[src/rtl/ce_pattern_counter.sv]
// ce_pattern_counter
//   Programmable clock-enable prescaler combined with a WIDTH-bit pattern
//   counter. The counter advances once per prescaler tick and shows its
//   value as binary, Gray, a rotating one-hot (ring) or a one-hot that
//   sweeps back and forth (bounce).
//
// Parameters
//   DIV    prescaler divide ratio (>= 1); CEO pulses once every DIV enabled clocks
//   WIDTH  pattern counter / output width (2..16)
//
// Ports
//   C      clock; all state changes on its rising edge
//   CLR_N  asynchronous active-low reset
//   EN     prescaler enable; low freezes the prescaler, so no ticks and no counting
//   MODE   00 binary, 01 Gray, 10 ring, 11 bounce
//   DIR    0 up/left, 1 down/right (ignored in bounce)
//   LOAD   synchronous load of D, independent of CEO
//   D      load value
//   CEO    prescaler tick, one C cycle wide
//   TC     terminal count, qualified by CEO
//   Q      pattern output
module ce_pattern_counter #(
  parameter int DIV   = 100000,
  parameter int WIDTH = 4
) (
  input  logic             C,
  input  logic             CLR_N,
  input  logic             EN,
  input  logic [1:0]       MODE,
  input  logic             DIR,
  input  logic             LOAD,
  input  logic [WIDTH-1:0] D,
  output logic             CEO,
  output logic             TC,
  output logic [WIDTH-1:0] Q
);

  localparam int               PW       = (DIV > 1) ? $clog2(DIV) : 1;
  localparam logic [PW-1:0]    PRE_LAST = PW'(DIV - 1);
  localparam logic [WIDTH-1:0] CNT_TOP  = WIDTH'(WIDTH - 1);
  localparam logic [WIDTH-1:0] CNT_ONE  = WIDTH'(1);

  localparam logic [1:0] M_BIN  = 2'b00;
  localparam logic [1:0] M_GRAY = 2'b01;
  localparam logic [1:0] M_RING = 2'b10;

  typedef enum logic {ST_UP = 1'b0, ST_DN = 1'b1} bounce_t;

  logic [PW-1:0]    pre_reg;
  logic [WIDTH-1:0] cnt_reg;
  logic [1:0]       mode_reg;
  bounce_t          state_reg;

  logic [WIDTH-1:0] cnt_next;
  bounce_t          state_next;
  logic [WIDTH-1:0] load_val;
  bounce_t          load_state;
  logic             resync;
  logic             at_end;
  logic             bnc_up;
  logic [WIDTH-1:0] gray_val;
  logic [WIDTH-1:0] onehot_val;

  // ---------------------------------------------------------------- prescaler
  always_ff @(posedge C or negedge CLR_N) begin
    if (!CLR_N) begin
      pre_reg <= '0;
    end else if (EN) begin
      pre_reg <= (pre_reg == PRE_LAST) ? '0 : pre_reg + PW'(1);
    end
  end

  // With DIV=1 the prescaler is stuck at 0 == PRE_LAST, so CEO follows EN.
  assign CEO    = EN && (pre_reg == PRE_LAST);
  assign resync = (MODE != mode_reg);

  // ------------------------------------------------------------- load value
  // The incoming MODE decides the clamp: it equals mode_reg unless this is a
  // resync edge, where the new mode is the one the loaded value must suit.
  always_comb begin
    load_val = D;
    if (MODE[1] && (D > CNT_TOP)) begin
      load_val = CNT_TOP;
    end
    load_state = ((MODE == 2'b11) && (load_val == CNT_TOP)) ? ST_DN : ST_UP;
  end

  // ------------------------------------------------------------ step logic
  always_comb begin
    cnt_next   = cnt_reg;
    state_next = state_reg;
    bnc_up     = 1'b0;
    case (mode_reg)
      M_BIN, M_GRAY: begin
        cnt_next = DIR ? cnt_reg - CNT_ONE : cnt_reg + CNT_ONE;
      end
      M_RING: begin
        if (DIR) begin
          cnt_next = (cnt_reg == '0) ? CNT_TOP : cnt_reg - CNT_ONE;
        end else begin
          cnt_next = (cnt_reg == CNT_TOP) ? '0 : cnt_reg + CNT_ONE;
        end
      end
      default: begin
        // Turn around when sitting on an end so the sweep never stalls,
        // even if the state and position ever disagree.
        bnc_up   = ((state_reg == ST_UP) && (cnt_reg != CNT_TOP)) ||
                   ((state_reg == ST_DN) && (cnt_reg == '0));
        cnt_next = bnc_up ? cnt_reg + CNT_ONE : cnt_reg - CNT_ONE;
        if (bnc_up) begin
          state_next = (cnt_next == CNT_TOP) ? ST_DN : ST_UP;
        end else begin
          state_next = (cnt_next == '0) ? ST_UP : ST_DN;
        end
      end
    endcase
  end

  // ------------------------------------------------------ terminal count
  always_comb begin
    case (mode_reg)
      M_BIN, M_GRAY: at_end = DIR ? (cnt_reg == '0) : (cnt_reg == '1);
      M_RING:        at_end = DIR ? (cnt_reg == '0) : (cnt_reg == CNT_TOP);
      default:       at_end = (state_reg == ST_DN) && (cnt_reg == CNT_ONE);
    endcase
  end

  // A pending load or resync overrides the step, so no terminal count then.
  assign TC = CEO && at_end && !LOAD && !resync;

  // ------------------------------------------------- counter / bounce FSM
  always_ff @(posedge C or negedge CLR_N) begin
    if (!CLR_N) begin
      cnt_reg   <= '0;
      mode_reg  <= M_BIN;
      state_reg <= ST_UP;
    end else if (resync) begin
      mode_reg  <= MODE;
      cnt_reg   <= LOAD ? load_val : '0;
      state_reg <= LOAD ? load_state : ST_UP;
    end else if (LOAD) begin
      cnt_reg   <= load_val;
      state_reg <= load_state;
    end else if (CEO) begin
      cnt_reg   <= cnt_next;
      state_reg <= state_next;
    end
  end

  // ---------------------------------------------------------- output decode
  for (genvar gi = 0; gi < WIDTH; gi++) begin : g_decode
    if (gi < WIDTH - 1) begin : g_inner
      assign gray_val[gi] = cnt_reg[gi] ^ cnt_reg[gi+1];
    end else begin : g_msb
      assign gray_val[gi] = cnt_reg[gi];
    end
    assign onehot_val[gi] = (cnt_reg == WIDTH'(gi));
  end

  always_comb begin
    case (mode_reg)
      M_BIN:   Q = cnt_reg;
      M_GRAY:  Q = gray_val;
      default: Q = onehot_val;
    endcase
  end

endmodule

[config.mk]
export PLATFORM = sky130hd
export DESIGN_NAME = ce_pattern_counter
export DESIGN_NICKNAME = d
export VERILOG_FILES = /design/src/rtl/ce_pattern_counter.sv
export SDC_FILE = /design/constraint.sdc
export NUM_CORES = 1
export LEC_CHECK = 0
export BUFFER_PORTS_ARGS = -buffer_cell sky130_fd_sc_hd__clkbuf_2
export CORE_AREA = 4 4 63 65
export CTS_CLUSTER_SIZE = 40
export DETAILED_ROUTE_END_ITERATION = 10
export DIE_AREA = 0 0 67 69
export PLACE_DENSITY = 0.87
export SYNTH_ARGS = -nofsm -noshare
export SYNTH_HDL_FRONTEND = slang
export SYNTH_SLANG_ARGS = --single-unit
[constraint.sdc]
create_clock -name C -period 3 [get_ports C]
set_input_delay 0.3 -clock C [delete_from_list [all_inputs] [get_ports C]]
set_output_delay 0.3 -clock C [all_outputs]
set_load 0.02 [all_outputs]
==> run summary, run 1 <==
Seq/Total Area, Yosys: 30.0%
final setup vio count: 0
Crit path required time: 2.70 ns
syn_area_per_cell: 8.89 um^2
Clock Latency Late Sink: 0.32 ns
initial antenna violation count: 0
TritonCTS clock tree: done
global-route wire length before repair: 7.96 mm
P&R area growth vs syn: 7.70%
Routed wire per std cell: 16.9 um
ANT nets after route: 0
Largest register FFs: 17
post-route setup TNS: 0 ns
period utilization: 93.9%
# fillers: 292
Primary FF master, synth: dfrtp_1
Post-DP HPWL: 3.52 mm
maximum fanout along the worst path: 12
Clock power frac: 23.8%
Synth Instances: 225
Pint: 0.628 mW
vias per cell: 6.37
RSZ-0062 raised after global routing: no
crit-path cells: or4bb_1 > nor4_4 > nand2_4 > clkinv_4 > nand2_4 > a2111oi_2 > clkbuf_2
# rows: 21
Final Hold Viols: 0
Inserted Clock Buffers: 3
Tmin final: 2.82 ns
Worst Skew: 0.00741 ns
Power Dens Cells: 452 mW/mm^2
status: complete, no violations
critical path arrival: 2.52 ns
Boundary Pins: 17
max_cap viols: 0
number of enable flip-flop cells after synthesis: 0
ANT cells: 0
CP Capture Type: primary output
routability cong.: 0.985
met2 WL post-DR: 2.16 mm
port bufs: 16
WS Path Type: flop to primary output
most common cell after layout, fill and taps aside: dfrtp_1
post-CTS resize count: 0
Final #Nets: 260
Total Wirelength: 4.77 mm
Flop pwr share: 46.1%
Yosys reg bits: 24
Synthesized Nets: 248
switching share of power: 35.6%
peak supply drop: 388 uV
clk root buf: clkbuf_4
switching power: 0.347 mW
total of warnings raised by yosys: 0
Vias: 1797
total power draw: 0.974 mW
Async SR Flop Fraction: 100%
Worst Setup Start Kind: flop
wire length on met3: 414 um
drt pass-1 iters: 4
Lkg Pwr: 0.978 nW
initial DRC count: 189
Largest stage delay, worst path: 0.56 ns
layout cells sized above 1: 13.1%
clk sinks: 24
largest net degree at the start of global routing: 25
synth unique cells: 59
Most common cell on crit path: nand2_4
metal1 wirelength: 2.13 mm
max-slew violation count: 0
gr ovfl total: 0
initial core utilization: 59.9%
Max Fclk: 355 MHz
most frequent cells in the layout: dfrtp_1, nand2_1, clkbuf_2, nand3_1, nor2_1
vias in the first global route: 1669
Hold Path Class: input pin to flop
Max stage delay cell, worst path: or4bb_1
Clk pin slew, worst setup/hold paths: 0.13 ns
drt drc: 0
highest routing layer actually used: met4
Max Root-Sink Buffers: 2
Die X-Extent: 67 um
Gate power share: 30.1%
Core ar.: 0.00334 mm^2
Global Route Usage Sum: 21.8%
H-tree Lvls: 1
Tightest Pin Transition: 0.632 ns
Slew HR: 57.5%
Vert. Die Dim: 69 um
die area: 0.00462 mm^2
Mapped Area: 0.00200 mm^2
stage by stage:
| step | hold WS (ns) | worst slack, ns | utilization [%] | area, um^2 | cells |
|---|---|---|---|---|---|
| 2_1_floorplan | 0.00441 | 0.581 | - | 2000 | 225 |
| 3_3_place_gp | 0.323 | 0.519 | 62.4 | 2080 | 276 |
| 3_5_place_dp | 0.332 | 0.458 | 62.4 | 2080 | 276 |
| 4_1_cts | 0.136 | 0.0987 | 64.3 | 2150 | 281 |
| 5_1_grt | 0.127 | 0.0390 | 64.5 | 2150 | 282 |
| 6_report | 0.141 | 0.183 | 64.5 | 2150 | 282 |
cell usage after synthesis, types with 3 or more instances:
| library cell | n | area [um^2] |
|---|---|---|
| nand2_1 | 17 | 63.8 |
| dfrtp_1 | 24 | 601 |
| a21oi_1 | 7 | 35.0 |
| o31ai_1 | 6 | 45.0 |
| nand4_1 | 3 | 18.8 |
| xor2_1 | 9 | 78.8 |
| nor3_1 | 4 | 20.0 |
| and3_1 | 5 | 31.3 |
| nor4_1 | 5 | 31.3 |
| o21ai_0 | 8 | 40.0 |
| ha_1 | 12 | 150 |
| a31oi_1 | 5 | 31.3 |
| and3b_1 | 3 | 26.3 |
| clkbuf_1 | 10 | 37.5 |
| nand3_1 | 15 | 75.1 |
| mux2i_1 | 6 | 60.1 |
| a21boi_0 | 4 | 30.0 |
| nor2_1 | 13 | 48.8 |
| inv_1 | 11 | 41.3 |
| nand2b_1 | 3 | 18.8 |
| xnor2_1 | 10 | 87.6 |
area by class of cell:
type	count	area, um^2	share of cell area (%)
clock buffer	3	22.5	1.05
clock inverter	1	30.0	1.39
inverter	12	50.0	2.32
multi-input combinational	177	1290	59.8
sequential	24	601	27.9
tap	46	57.6	2.67
timing repair buffer	19	105	4.88
power groups by stage:
stage / clock (mW) / sequential [mW] / combinational (mW)
after floorplan: 0 / 0.428 / 0.225
after global placement: 0 / 0.451 / 0.281
after detailed placement: 0 / 0.452 / 0.286
after CTS: 0.238 / 0.445 / 0.290
after global routing: 0.250 / 0.458 / 0.323
final: 0.232 / 0.450 / 0.293
per-layer routing:
metal | vias to the layer above | global-route usage, %
met3 | 8 | 2.60
met1 | 857 | 34.1
li1 | 857 | -
met4 | 0 | 6.08
met5 | - | 0
met2 | 75 | 31.1
cell families after synthesis:
group | share of synthesized area, %
simple gates | 23.9
compound gates | 21.7
buf+inv | 5.57
flops | 30.0
xor+xnor | 8.32
fa+ha+maj | 7.51
mux | 3.00
critical path: cells and delay by family (launching register included):
kind,cells,cell delay (ns)
buffers and inverters,2,0.35
AO/OA/AOI/OAI,1,0.31
flip-flops,1,0.46
AND/OR/NAND/NOR,4,1.08
repair_timing:
action                                  4_1_cts  5_1_grt
setup buffers                                 0        1
hold buffers                                  1        0
endpoints found under the setup margin        0        1
hold endpoints to repair                     24        0
worst paths after layout:
check,start,to,slack [ns],cells after the start
max,pre_reg[9],TC,0.18,7
min,MODE[0],mode_reg[0],0.14,1
max reg2reg,cnt_reg[3],state_reg,0.53,7
min reg2reg,pre_reg[11],pre_reg[11],0.52,1
max in group asynchronous,CLR_N,mode_reg[1],2.12,2
min in group asynchronous,CLR_N,pre_reg[10],0.49,2
No activity file was read; power rests on OpenSTA's default activity.
==> run 2: changes to the inputs <==
- clock period: 3 -> 3.6 ns (I/O delays scaled with it)
==> run summary, run 2 (same netlist as run 1, synthesis figures left out) <==
status: complete, no violations
Power Dens Cells: 381 mW/mm^2
ANT nets after route: 0
Worst Skew: 0.00664 ns
WS Path Type: flop to primary output
initial core utilization: 59.9%
dpl ws: 1.02 ns
routability cong.: 0.971
die area: 0.00462 mm^2
Largest register FFs: 17
Crit path required time: 3.24 ns
TritonCTS clock tree: done
cell total after placement: 276
vias per cell: 6.33
Vert. Die Dim: 69 um
Slew HR: 54.3%
gr ovfl total: 0
CP Capture Type: primary output
clk root buf: clkbuf_4
global-route wire length before repair: 7.98 mm
period utilization: 81.6%
Tightest Pin Transition: 0.680 ns
Total Wirelength: 4.73 mm
Max Fclk: 341 MHz
flip-flop and latch area: 601 um^2
drt drc: 0
Die X-Extent: 67 um
Tmin final: 2.94 ns
initial antenna violation count: 0
port bufs: 16
max-slew violation count: 0
Post-DP HPWL: 3.51 mm
Worst Setup Start Kind: flop
post-route insts no fill: 280
R2R Path End: state_reg
clk sinks: 24
post-CTS resize count: 0
most frequent cells in the layout: dfrtp_1, nand2_1, clkbuf_2, nand3_1, nor2_1
Core ar.: 0.00334 mm^2
post-CTS setup buffer count: 0
FF-to-FF setup slack: 1.06 ns
RR Startpoint: cnt_reg[2]
most common cell after layout, fill and taps aside: dfrtp_1
final setup vio count: 0
Final Hold Viols: 0
max_cap viols: 0
largest net degree at the start of global routing: 25
Hold Path Class: input pin to async pin
Global Route Usage Sum: 21.6%
post-route setup TNS: 0 ns
Lkg Pwr: 0.968 nW
layout cells sized above 1: 12.8%
RSZ-0062 raised after global routing: no
initial DRC count: 181
Clock Latency Late Sink: 0.32 ns
H-tree Lvls: 1
maximum fanout along the worst path: 12
Boundary Pins: 17
Clk pin slew, worst setup/hold paths: 0.14 ns
drt pass-1 iters: 4
Vias: 1772
critical path arrival: 2.58 ns
Final #Nets: 258
Post-CTS Hold Buffers: 0
ANT cells: 0
area of the multi-input gates: 0.00129 mm^2
R2R cell count: 8
# fillers: 302
vias in the first global route: 1680
Final Worst Setup Slack: 0.664 ns
Max Root-Sink Buffers: 2
Routed wire per std cell: 16.9 um
peak supply drop: 297 uV
# rows: 21
P&R area growth vs syn: 6.82%
Inserted Clock Buffers: 3
## run 2: changes by cell type in the layout (fill, tap and decap cells not counted), sizes merged
cell	delta
buf	-1
dlygate4sd3	-1
## run 2: report_power, final
group / switching (mW) / internal, mW
registers: 0.0692 / 0.308
logic: 0.139 / 0.102
clock network: 0.0839 / 0.113
total: 0.292 / 0.522
## run 2: worst max-delay path, cell delays in order, from the launching register on
cell,delay [ns]
dfrtp_1,0.47
or4b_4,0.55
nor4_4,0.45
nand2_4,0.12
clkinv_4,0.12
nand2_4,0.06
a2111oi_2,0.27
clkbuf_2,0.22
## run 2: worst max path at each step
stage / startpoint / to / slack (ns) / cells past startpoint
4_1_cts: pre_reg[12] / TC / 0.66 / 7
6_report: pre_reg[12] / TC / 0.66 / 7
5_1_grt: pre_reg[12] / TC / 0.52 / 7
3_3_place_gp: pre_reg[12] / TC / 1.09 / 7
2_1_floorplan: pre_reg[12] / TC / 1.12 / 6
3_5_place_dp: pre_reg[12] / TC / 1.02 / 7
## run 2: routing by layer
layer,share of wire (%),vias to the layer above,track usage (%)
met5,0,-,0
met4,1.7,0,6.98
met3,6.2,8,3.41
met2,45,65,30.9
met1,47,846,32.7
li1,-,853,-
## run 2: final cells by class
class	instances	area share (%)
flip-flops and latches	24	28.1
repair buffers	17	4.10
well taps	46	2.69
multi-input cells	177	60.3
clock inverters	1	1.41
clock buffers	3	1.05
inverters	12	2.34
## run 2: metrics by stage
step	area [um^2]	util, %	total power, mW	hold WS [ns]
final	2140	64.0	0.814	0.0169
after global routing	2140	64.0	0.864	0.0473
after CTS	2140	64.0	0.812	0.0397
after detailed placement	2080	62.4	0.617	0.395
after global placement	2080	62.4	0.607	0.381
after floorplan	2000	-	0.544	0.0644
==> run 3: changes to the inputs <==
- clock period: 3.6 -> 2.8 ns (I/O delays scaled with it)
==> run summary, run 3 (same netlist as run 1, synthesis figures left out) <==
dpl ws: 0.277 ns
critical path arrival: 2.42 ns
clk sinks: 24
Max Root-Sink Buffers: 2
P&R area growth vs syn: 12.8%
Crit path required time: 2.52 ns
Max Fclk: 370 MHz
Final #Nets: 271
area of the multi-input gates: 0.00130 mm^2
CP Capture Type: primary output
drt pass-1 iters: 5
Final Hold Viols: 0
clk root buf: clkbuf_4
Pint: 0.678 mW
switching share of power: 36.4%
Boundary Pins: 17
Tmin final: 2.70 ns
drt drc: 0
WP buf/inv: 2
ANT cells: 0
Hold Path Class: input pin to flop
initial core utilization: 59.9%
cell total after placement: 279
vias per cell: 6.40
Lkg Pwr: 1.04 nW
max_cap viols: 0
Worst Setup Start Kind: flop
total power draw: 1.07 mW
status: complete, no violations
met3 GRT Util: 4.71%
met1 Use GR: 31.9%
WS Path Type: flop to primary output
post-route insts no fill: 293
initial DRC count: 232
Flop pwr share: 44.2%
Routed wire per std cell: 17.3 um
Final Worst Setup Slack: 0.0954 ns
die area: 0.00462 mm^2
Core ar.: 0.00334 mm^2
final setup vio count: 0
ANT nets after route: 0
Slew HR: 60.3%
vias in the first global route: 1699
routability cong.: 0.965
maximum fanout along the worst path: 4
most frequent cells in the layout: dfrtp_1, nand2_1, nand3_1, clkbuf_2, buf_4
Gate power share: 31.4%
H-tree Lvls: 1
Crit path max-delay family: simple AND/OR/NAND/NOR gates
Vias: 1874
peak supply drop: 404 uV
flip-flop and latch area: 602 um^2
layout cells sized above 1: 17.4%
largest net degree at the start of global routing: 25
TritonCTS clock tree: done
Largest register FFs: 17
Max stage delay cell, worst path: or4b_4
Clock Latency Late Sink: 0.33 ns
# fillers: 267
Power Dens Cells: 473 mW/mm^2
Vert. Die Dim: 69 um
port bufs: 16
RSZ-0062 raised after global routing: no
switching power: 0.388 mW
Post-DP HPWL: 3.52 mm
post-route setup TNS: 0 ns
Die X-Extent: 67 um
Total Wirelength: 5.07 mm
Worst Skew: 0.00711 ns
period utilization: 96.6%
grt peak-use layer: met1
Inserted Clock Buffers: 3
most common cell after layout, fill and taps aside: dfrtp_1
gr ovfl total: 0
global-route wire length before repair: 7.98 mm
# rows: 21
Global Route Usage Sum: 22.1%
met2 global-route usage: 31.8%
Largest stage delay, worst path: 0.55 ns
Clock power frac: 24.4%
Most common cell on crit path: nand2_4
Clk pin slew, worst setup/hold paths: 0.14 ns
crit-path cells: or4b_4 > nor4_4 > nand2_4 > inv_8 > nand2_4 > a2111oi_4 > buf_4
Tightest Pin Transition: 0.590 ns
initial antenna violation count: 0
max-slew violation count: 0
final core area utilization: 67.6%
run 3: cell count changes in the layout (fill, tap and decap cells not counted):
cell / change
clkinv_4: -1
a2111oi_2: -1
clkbuf_2: -1
buf_4: +13
inv_8: +1
dfrtp_1: -1
a2111oi_4: +1
dlygate4sd3_1: +1
dfrtp_2: +1
run 3: power groups by stage:
stage / Combinational [mW] / Sequential [mW] / Clock [mW]
after floorplan: 0.241 / 0.458 / 0
after global placement: 0.311 / 0.474 / 0
after detailed placement: 0.320 / 0.476 / 0
after CTS: 0.327 / 0.469 / 0.261
after global routing: 0.367 / 0.482 / 0.277
final: 0.335 / 0.472 / 0.260
run 3: layout make-up:
type / count / share of cell area [%]
inverter: 12 / 2.33
tap: 46 / 2.55
multi-input combinational: 177 / 57.7
timing repair buffer: 30 / 8.44
clock buffer: 3 / 0.999
clock inverter: 1 / 1.33
sequential: 24 / 26.7
run 3: per-layer routing:
metal,share of wire (%),vias to the layer above
li1,-,875
met1,44,902
met2,46,81
met3,8.0,16
met4,2.3,0
met5,0,-
run 3: timing repair:
action	4_1_cts	5_1_grt
gates resized for setup	1	4
hold buffers	1	0
endpoints found under the setup margin	1	1
hold endpoints to repair	24	0
setup buffers	4	5
pin swaps	1	1
run 3: worst paths after layout:
path / from / to / cells past startpoint / slack (ns)
worst max-delay path: pre_reg[11] / TC / 7 / 0.1
worst min-delay path: MODE[0] / mode_reg[0] / 1 / 0.10
worst max register to register: cnt_reg[0] / state_reg / 7 / 0.31
worst min register to register: pre_reg[11] / pre_reg[11] / 1 / 0.51
max in group asynchronous: CLR_N / pre_reg[12] / 2 / 1.93
min in group asynchronous: CLR_N / pre_reg[9] / 2 / 0.45
run 3: metrics by stage:
stage / area [um^2] / hold slack [ns]
floorplan: 2000 / -0.0156
global placement: 2110 / 0.296
detailed placement: 2110 / 0.306
CTS: 2200 / 0.0965
global route: 2250 / 0.0860
finish: 2250 / 0.101
